===== config.mk =====
export PLATFORM = sky130hd
export DESIGN_NAME = rgen_register_select
export DESIGN_NICKNAME = d
export VERILOG_FILES = /design/src/rtl/rgen_register_select.sv
export SDC_FILE = /design/constraint.sdc
export NUM_CORES = 1
export LEC_CHECK = 0
export CORE_ASPECT_RATIO = 1.4
export CORE_MARGIN = 5
export CORE_UTILIZATION = 30
export DETAILED_ROUTE_END_ITERATION = 12
export PLACE_DENSITY = 0.57
export SLEW_MARGIN = 20
export SYNTH_ARGS = -nofsm -noshare
export SYNTH_HDL_FRONTEND = slang
export SYNTH_SLANG_ARGS = --single-unit
export TNS_END_PERCENT = 1

===== constraint.sdc =====
create_clock -name clk -period 2.2 [get_ports clk]
set_input_delay 0.44 -clock clk [delete_from_list [all_inputs] [get_ports clk]]
set_output_delay 0.44 -clock clk [all_outputs]
set_load 0.1 [all_outputs]

===== src/rtl/rgen_register_select.sv =====
// Multi-window register access decoder and sequencer: decodes a host command against
// REGISTERS address windows, holds a one-hot select for WAIT_CYCLES+1 cycles, then responds.
module rgen_register_select #(
  parameter int unsigned                            ADDRESS_WIDTH = 16,
  parameter int unsigned                            REGISTERS     = 4,
  parameter logic [REGISTERS*ADDRESS_WIDTH-1:0]     START_ADDRESS = '0,
  parameter logic [REGISTERS*ADDRESS_WIDTH-1:0]     END_ADDRESS   = '0,
  parameter logic [REGISTERS-1:0]                   READABLE      = '1,
  parameter logic [REGISTERS-1:0]                   WRITABLE      = '1,
  parameter int unsigned                            WAIT_CYCLES   = 0
) (
  input  logic                     clk,
  input  logic                     rst_n,
  input  logic                     i_command_valid,
  output logic                     o_command_ready,
  input  logic                     i_read,
  input  logic                     i_write,
  input  logic [ADDRESS_WIDTH-1:0] i_address,
  output logic [REGISTERS-1:0]     o_select,
  output logic                     o_read,
  output logic                     o_write,
  output logic                     o_response_valid,
  output logic                     o_response_error,
  input  logic                     i_response_ready
);

  typedef enum logic [1:0] {StIdle, StAccess, StRespond} state_e;

  state_e                 state_q, state_d;
  logic [3:0]             cnt_q, cnt_d;
  logic [REGISTERS-1:0]   select_q, select_d;
  logic                   read_q, read_d;
  logic                   write_q, write_d;
  logic                   err_q, err_d;

  logic                   cmd_rd, cmd_wr;
  logic [REGISTERS-1:0]   hit;
  logic [REGISTERS-1:0]   hit_onehot;
  logic                   found;

  // Malformed commands (read == write) enable neither type, so they can never hit.
  assign cmd_rd = i_read & ~i_write;
  assign cmd_wr = i_write & ~i_read;

  // Reserved windows have neither permission bit set and therefore drop out naturally.
  always_comb begin
    hit        = '0;
    hit_onehot = '0;
    found      = 1'b0;
    for (int i = 0; i < int'(REGISTERS); i++) begin
      hit[i] = ((READABLE[i] & cmd_rd) | (WRITABLE[i] & cmd_wr)) &&
               (i_address >= START_ADDRESS[i*ADDRESS_WIDTH +: ADDRESS_WIDTH]) &&
               (i_address <= END_ADDRESS[i*ADDRESS_WIDTH +: ADDRESS_WIDTH]);
      if (hit[i] && !found) begin
        hit_onehot[i] = 1'b1;
        found         = 1'b1;
      end
    end
  end

  always_ff @(posedge clk or negedge rst_n) begin
    if (!rst_n) begin
      state_q  <= StIdle;
      cnt_q    <= '0;
      select_q <= '0;
      read_q   <= 1'b0;
      write_q  <= 1'b0;
      err_q    <= 1'b0;
    end else begin
      state_q  <= state_d;
      cnt_q    <= cnt_d;
      select_q <= select_d;
      read_q   <= read_d;
      write_q  <= write_d;
      err_q    <= err_d;
    end
  end

  always_comb begin
    state_d  = state_q;
    cnt_d    = cnt_q;
    select_d = select_q;
    read_d   = read_q;
    write_d  = write_q;
    err_d    = err_q;
    unique case (state_q)
      StIdle: begin
        if (i_command_valid) begin
          if (found) begin
            select_d = hit_onehot;
            read_d   = cmd_rd;
            write_d  = cmd_wr;
            cnt_d    = 4'(WAIT_CYCLES);
            err_d    = 1'b0;
            state_d  = StAccess;
          end else begin
            select_d = '0;
            err_d    = 1'b1;
            state_d  = StRespond;
          end
        end
      end
      StAccess: begin
        if (cnt_q == 4'd0) begin
          select_d = '0;
          read_d   = 1'b0;
          write_d  = 1'b0;
          state_d  = StRespond;
        end else begin
          cnt_d = cnt_q - 4'd1;
        end
      end
      StRespond: begin
        if (i_response_ready) begin
          err_d   = 1'b0;
          state_d = StIdle;
        end
      end
      default: state_d = StIdle;
    endcase
  end

  always_comb begin
    o_command_ready  = (state_q == StIdle);
    o_response_valid = (state_q == StRespond);
    o_response_error = err_q;
    o_select         = select_q;
    o_read           = read_q;
    o_write          = write_q;
  end

endmodule

Word level (Yosys, flattened, before mapping) --
Index checks and enable logic that the tools add are counted. W data, S select, Z words.
Storage, ports and cells: output and inout port bits 9, input bits 22, logic and storage cells 69, flip-flop bits (word level) 13
Operators by class: mux-type cells 31, order comparisons 2, $add $sub $neg 1, bitwise gates (word level) 5, eq/ne operators 7, reductions and logical operators 17
Operators by type and width (count):
- $mux W4 | 6
- $ge A16 B1 Y1 const B | 1
- $le A16 B1 Y1 const B | 1
- $pmux W4 S2 | 2
- $mux W1 | 15
- $reduce_and A3 Y1 | 3
- $mux W2 | 4
- $reduce_and A4 Y1 | 2
- $ne A2 B2 Y1 const B | 3
- $pmux W1 S2 | 3
- $pmux W2 S3 | 1
- $logic_and A1 B1 Y1 | 5
- $logic_not A4 Y1 | 1
- $ne A2 B1 Y1 const B | 2
- $reduce_bool A2 Y1 | 2
- $sub A4 B1 Y4 const B | 1
- $logic_not A1 Y1 | 3
- $and A1 B1 Y1 | 2
- $eq A2 B1 Y1 const B | 1
- $eq A2 B2 Y1 const B | 1
- $logic_not A2 Y1 | 1
- $not A1 Y1 | 2
- $or A1 B1 Y1 | 1

Depth between registers and ports, before layout --
Gate-level depths: netlist of run 1.
depth in word-level cells 18, depth in mapped cells 6, mapped depth without buffers 6

Least setup slack after synthesis of run 1 --
Ideal clock, no wire load.
path kind reg-to-output, from reg state_q[1], to out o_response_valid, cell stages (with the launch flop) 3, data required time 1.760 ns, setup slack -0.195 ns, arrival time 1.955 ns, path buffers 1, cell sequence dfrtp_1 clkbuf_1 nor2b_1
Between the ends: longest elaborated chain between the ends 1
RTL lines:
- from (decl) | line 29 | state_e state_q, state_d;
- from (signal assigned) | line 63 | state_q <= StIdle;
- from (signal assigned) | line 70 | state_q <= state_d;
- $eq A2 B2 Y1 | line 125 | o_response_valid = (state_q == StRespond);
- to (decl) | line 22 | output logic o_response_valid,
No other way between the ends.

Worst setup path after layout of run 1 --
from in i_read, to reg read_q, in the netlist o_read
Between the ends: longest elaborated chain between the ends 17, elaborated cells on any way between the ends 21, those cells by class eq/ne: 1; mux: 7; bitwise: 4; reduce/logical: 9
RTL lines:
- from (decl) | line 16 | input logic i_read,
- $not A1 Y1 | line 43 | assign cmd_wr = i_write & ~i_read;
- $and A1 B1 Y1 | line 43
- $or A1 B1 Y1 | line 51 | hit[i] = ((READABLE[i] & cmd_rd) | (WRITABLE[i] & cmd_wr)) &&
- $logic_and A1 B1 Y1 | line 51
- $logic_and A1 B1 Y1 | line 52 | (i_address >= START_ADDRESS[i*ADDRESS_WIDTH +: ADDRESS_WIDTH]) &&
- $mux W1 | line 54 | if (hit[i] && !found) begin
- $logic_not A1 Y1 | line 54
- $logic_and A1 B1 Y1 | line 54
- $mux W1 | line 54
- $logic_not A1 Y1 | line 54
- $logic_and A1 B1 Y1 | line 54
- $mux W1 | line 54
- $logic_not A1 Y1 | line 54
- $logic_and A1 B1 Y1 | line 54
- $mux W1 | line 54
- $ne A2 B1 Y1 (no source line)
- $reduce_and A4 Y1 (no source line)
- to (signal assigned) | line 73 | read_q <= read_d;
- to (decl) | line 32 | logic read_q, read_d;
Several ways; a longest one is shown, not always the timed one. The select of a mux whose other input is x is not followed. A chain may end at the register's enable or synchronous reset.

==> metrics.md, run 1 <==
| Metric | Value |
|---|---|
| Status | finished, final reports clean |
| Worst hold slack | 0.502 ns |
| Setup WS post-layout | 0.205 ns |
| R2R cell count | 6 |
| CTS HTree Levels | 1 |
| CTS tree | built |
| Largest net degree at the start of global routing | 12 |
| CP Class | in2reg |
| Endpoints failing setup | 0 |
| Synth async-reset ratio | 100% |
| Max-slew violations | 0 |
| WL final | 1770 um |
| Antenna Cells | 0 |
| Max cap viols | 0 |
| Final Cycle Share | 90.7% |
| Area grow syn2layout | 48.9% |
| Layout cells sized above 1 | 20.9% |
| Post-synthesis cell type count | 33 |
| Grt total ovfl | 0 |
| YS warnings | 0 |
| Final min period | 1.99 ns |
| Cell Area, Synth | 713 um^2 |
| Crit path required time | 2.40 ns |
| Final estimated routing congestion in global placement | 0.768 |
| Power Internal | 371 uW |
| Max VDD drop | 210 uV |
| GRT Util Overall | 10.8% |
| Row Count | 21 |
| Setup TNS | 0 ns |
| PD cells | 542 nW/um^2 |
| RR Endpoint | o_read$_DFFE_PN0P_ |
| DRT iter0 DRCs | 6 |
| Clk_skew | 0.00367 ns |
| Core area | 2340 um^2 |
| Clock Tree Buf Depth | 2 |
| R2r setup slk | 0.46 ns |
| Clk sink count | 10 |
| Vias in the first global route | 718 |
| Drt first pass iters | 4 |
| RSZ-0062 raised after global routing | false |
| EDFF count, synth | 0 |
| Worst skew pair latency | 0.26 ns |
| Synthesized area per cell | 9.03 um^2 |
| Worst R2R Start | cnt_q[0]$_DFFE_PN0P_ |
| Comb power frac | 36.2% |
| Sequential share of power | 34.9% |
| PostCTS Resize Cnt | 0 |
| Nets | 137 |
| Routed vias/inst | 5.23 |
| Syn Inst Count | 79 |
| Post-DRT Antenna Nets | 0 |
| Die span in x | 51.2 um |
| PortBufs | 27 |
| Min-Delay Path Class | in2async |
| Clk pin slew, worst setup/hold paths | 0.07 ns |
| Startpoint Class | input port |
| Utilization after layout | 45.4% |
| Sequential fraction of the synthesis area | 35.1% |
| CTS buffer count | 3 |
| I/O Pins | 31 |
| Initial antenna violation count | 0 |
| Via count | 696 |
| Worst slack, placed | -0.0830 ns |
| Crit path arrival time | 2.20 ns |
| Die height | 67.7 um |
| Die area | 3470 um^2 |
| DRC | 0 |
| Worst Setup End Kind | register |
| Top FF cell, synth | dfrtp_1 |
| Initial Utilization | 30.5% |
| Wire per inst | 13.3 um |
| Flops & latches, synth | 10 |
| NetSw | 205 uW |
| Fill cells | 240 |
| Leakage | 0.000449 uW |
| CP Max Fanout | 5 |
| HPWL after DPL | 1510 um |
| Fin. Hold Viols | 0 |
| Root buffer cell | clkbuf_4 |
| Cts hold-fix bufs | 0 |
| Switch share | 35.6% |
| Max frequency | 0.501 GHz |
| First-pass GRT wire length | 2820 um |
| Clk pwr share | 28.9% |
| Post-CTS Repair Setup Buffers | 0 |
-- how the worst max path moves through the flow --
stage,start,to,slack (ns)
floorplan,state_q[1]$_DFFE_PN0P_,o_command_ready,-0.03
global placement,i_read,o_write$_DFFE_PN0P_,-0.05
detailed placement,i_read,o_read$_DFFE_PN0P_,-0.08
CTS,i_read,o_read$_DFFE_PN0P_,0.20
global route,i_read,o_read$_DFFE_PN0P_,0.09
finish,i_read,o_read$_DFFE_PN0P_,0.21
-- power groups by stage --
stage               combinational [uW]  clock, uW  sequential, uW
floorplan                          111          0             223
global placement                   208          0             204
detailed placement                 210          0             205
CTS                                210        174             201
global route                       218        177             203
finish                             208        167             201
-- area by class of cell --
cell class,count,area [um^2],area share (%)
Clock buffer,4,36.3,3.42
Multi-Input combinational cell,58,410,38.6
Inverter,7,26.3,2.47
Timing Repair Buffer,31,310,29.2
Tap cell,23,28.8,2.71
Sequential cell,10,250,23.6
-- cell usage after synthesis, types with 2 or more instances --
cell type / instances / share of area [%]
a21oi_1: 3 / 2.1
a311o_1: 2 / 2.8
and2_1: 2 / 1.8
buf_4: 3 / 3.2
dfrtp_1: 10 / 35
ha_1: 4 / 7.0
inv_1: 6 / 3.2
nand2_1: 5 / 2.6
nor2_1: 7 / 3.7
nor2b_1: 3 / 2.6
nor3_1: 2 / 1.4
nor4_1: 4 / 3.5
nor4_2: 3 / 5.3
o211ai_1: 2 / 2.1
o21ai_0: 2 / 1.4
o31ai_1: 3 / 3.2
or3_1: 2 / 1.8
-- critical path, stage by stage --
cell and delay, ns:
clkdlybuf4s50_1 0.47, inv_1 0.05, ha_1 0.29, nor4_2 0.16, nand4_2 0.13, buf_4 0.17
nor4_1 0.33, a311o_1 0.17
-- cells by family (layout without fill, tap and decap cells) --
logic type                 after synthesis  after routing  share of synthesized area [%]
adders and majority gates                4              4                           7.02
DFF                                     10             10                           35.1
buffers and inverters                   13             42                           8.77
muxes                                    1              1                           1.58
other                                    1              3                          0.526
and+or+nand+nor                         33             33                           29.8
AOI/OAI and AO/OA                       17             17                           17.2
-- registers in the layout (all words and copies together), names as in the netlist --
name / flops
cnt_q: 4
o_response_error: 1
o_write: 1
o_read: 1
state_q: 2
o_select: 1
-- placed cells by master, fill, tap and decap left out --
cell type / netlist / routed
clkbuf_4: 0 / 3
or2_4: 1 / 1
and4bb_4: 1 / 1
clkbuf_8: 0 / 1
nor4_2: 3 / 3
buf_4: 3 / 8
or3_1: 2 / 2
nand2b_1: 1 / 1
dfrtp_1: 10 / 10
a21oi_1: 3 / 3
o21ai_1: 1 / 1
o41ai_1: 1 / 1
nor4_1: 4 / 4
buf_12: 0 / 2
a311o_1: 2 / 2
o21bai_2: 1 / 1
nor2_1: 7 / 7
clkdlybuf4s50_1: 0 / 21
conb_1: 1 / 3
o2bb2ai_1: 1 / 1
o211ai_1: 2 / 2
nand4_2: 1 / 1
nor2b_2: 0 / 1
nor3_1: 2 / 2
nor2b_1: 3 / 2
o21ai_0: 2 / 2
clkinv_1: 1 / 1
and2_1: 2 / 2
ha_1: 4 / 4
a31oi_1: 1 / 1
nand2_1: 5 / 5
mux2_2: 1 / 1
inv_1: 6 / 6
or4_1: 1 / 1
o31ai_1: 3 / 3
-- routing by layer --
metal	vias to the layer above	global-route usage (%)	part of all wire [%]
met5	-	0	0
met4	0	5.05	0.96
met3	2	1.99	6.2
met2	23	23.4	57
met1	330	8.84	36
li1	341	-	-
-- stage by stage --
| step | power [uW] | area [um^2] | std cells |
|---|---|---|---|
| 2_1_floorplan | 334 | 723 | 81 |
| 4_1_cts | 586 | 1060 | 133 |
| 5_1_grt | 598 | 1060 | 133 |
| 6_report | 576 | 1060 | 133 |
| 3_5_place_dp | 415 | 1030 | 129 |
| 3_3_place_gp | 412 | 1030 | 129 |
Power figures use the tool's default switching activity.
==> inputs of run 2 (changes only) <==
--- a/config.mk
+++ b/config.mk
@@ -8,6 +8,7 @@
 export CORE_ASPECT_RATIO = 1.4
 export CORE_MARGIN = 5
 export CORE_UTILIZATION = 30
+export CTS_CLUSTER_SIZE = 24
 export DETAILED_ROUTE_END_ITERATION = 12
 export PLACE_DENSITY = 0.57
 export SLEW_MARGIN = 20
==> results of run 2 <==
No change in the layout: final DEF, timing and power equal those of run 1.
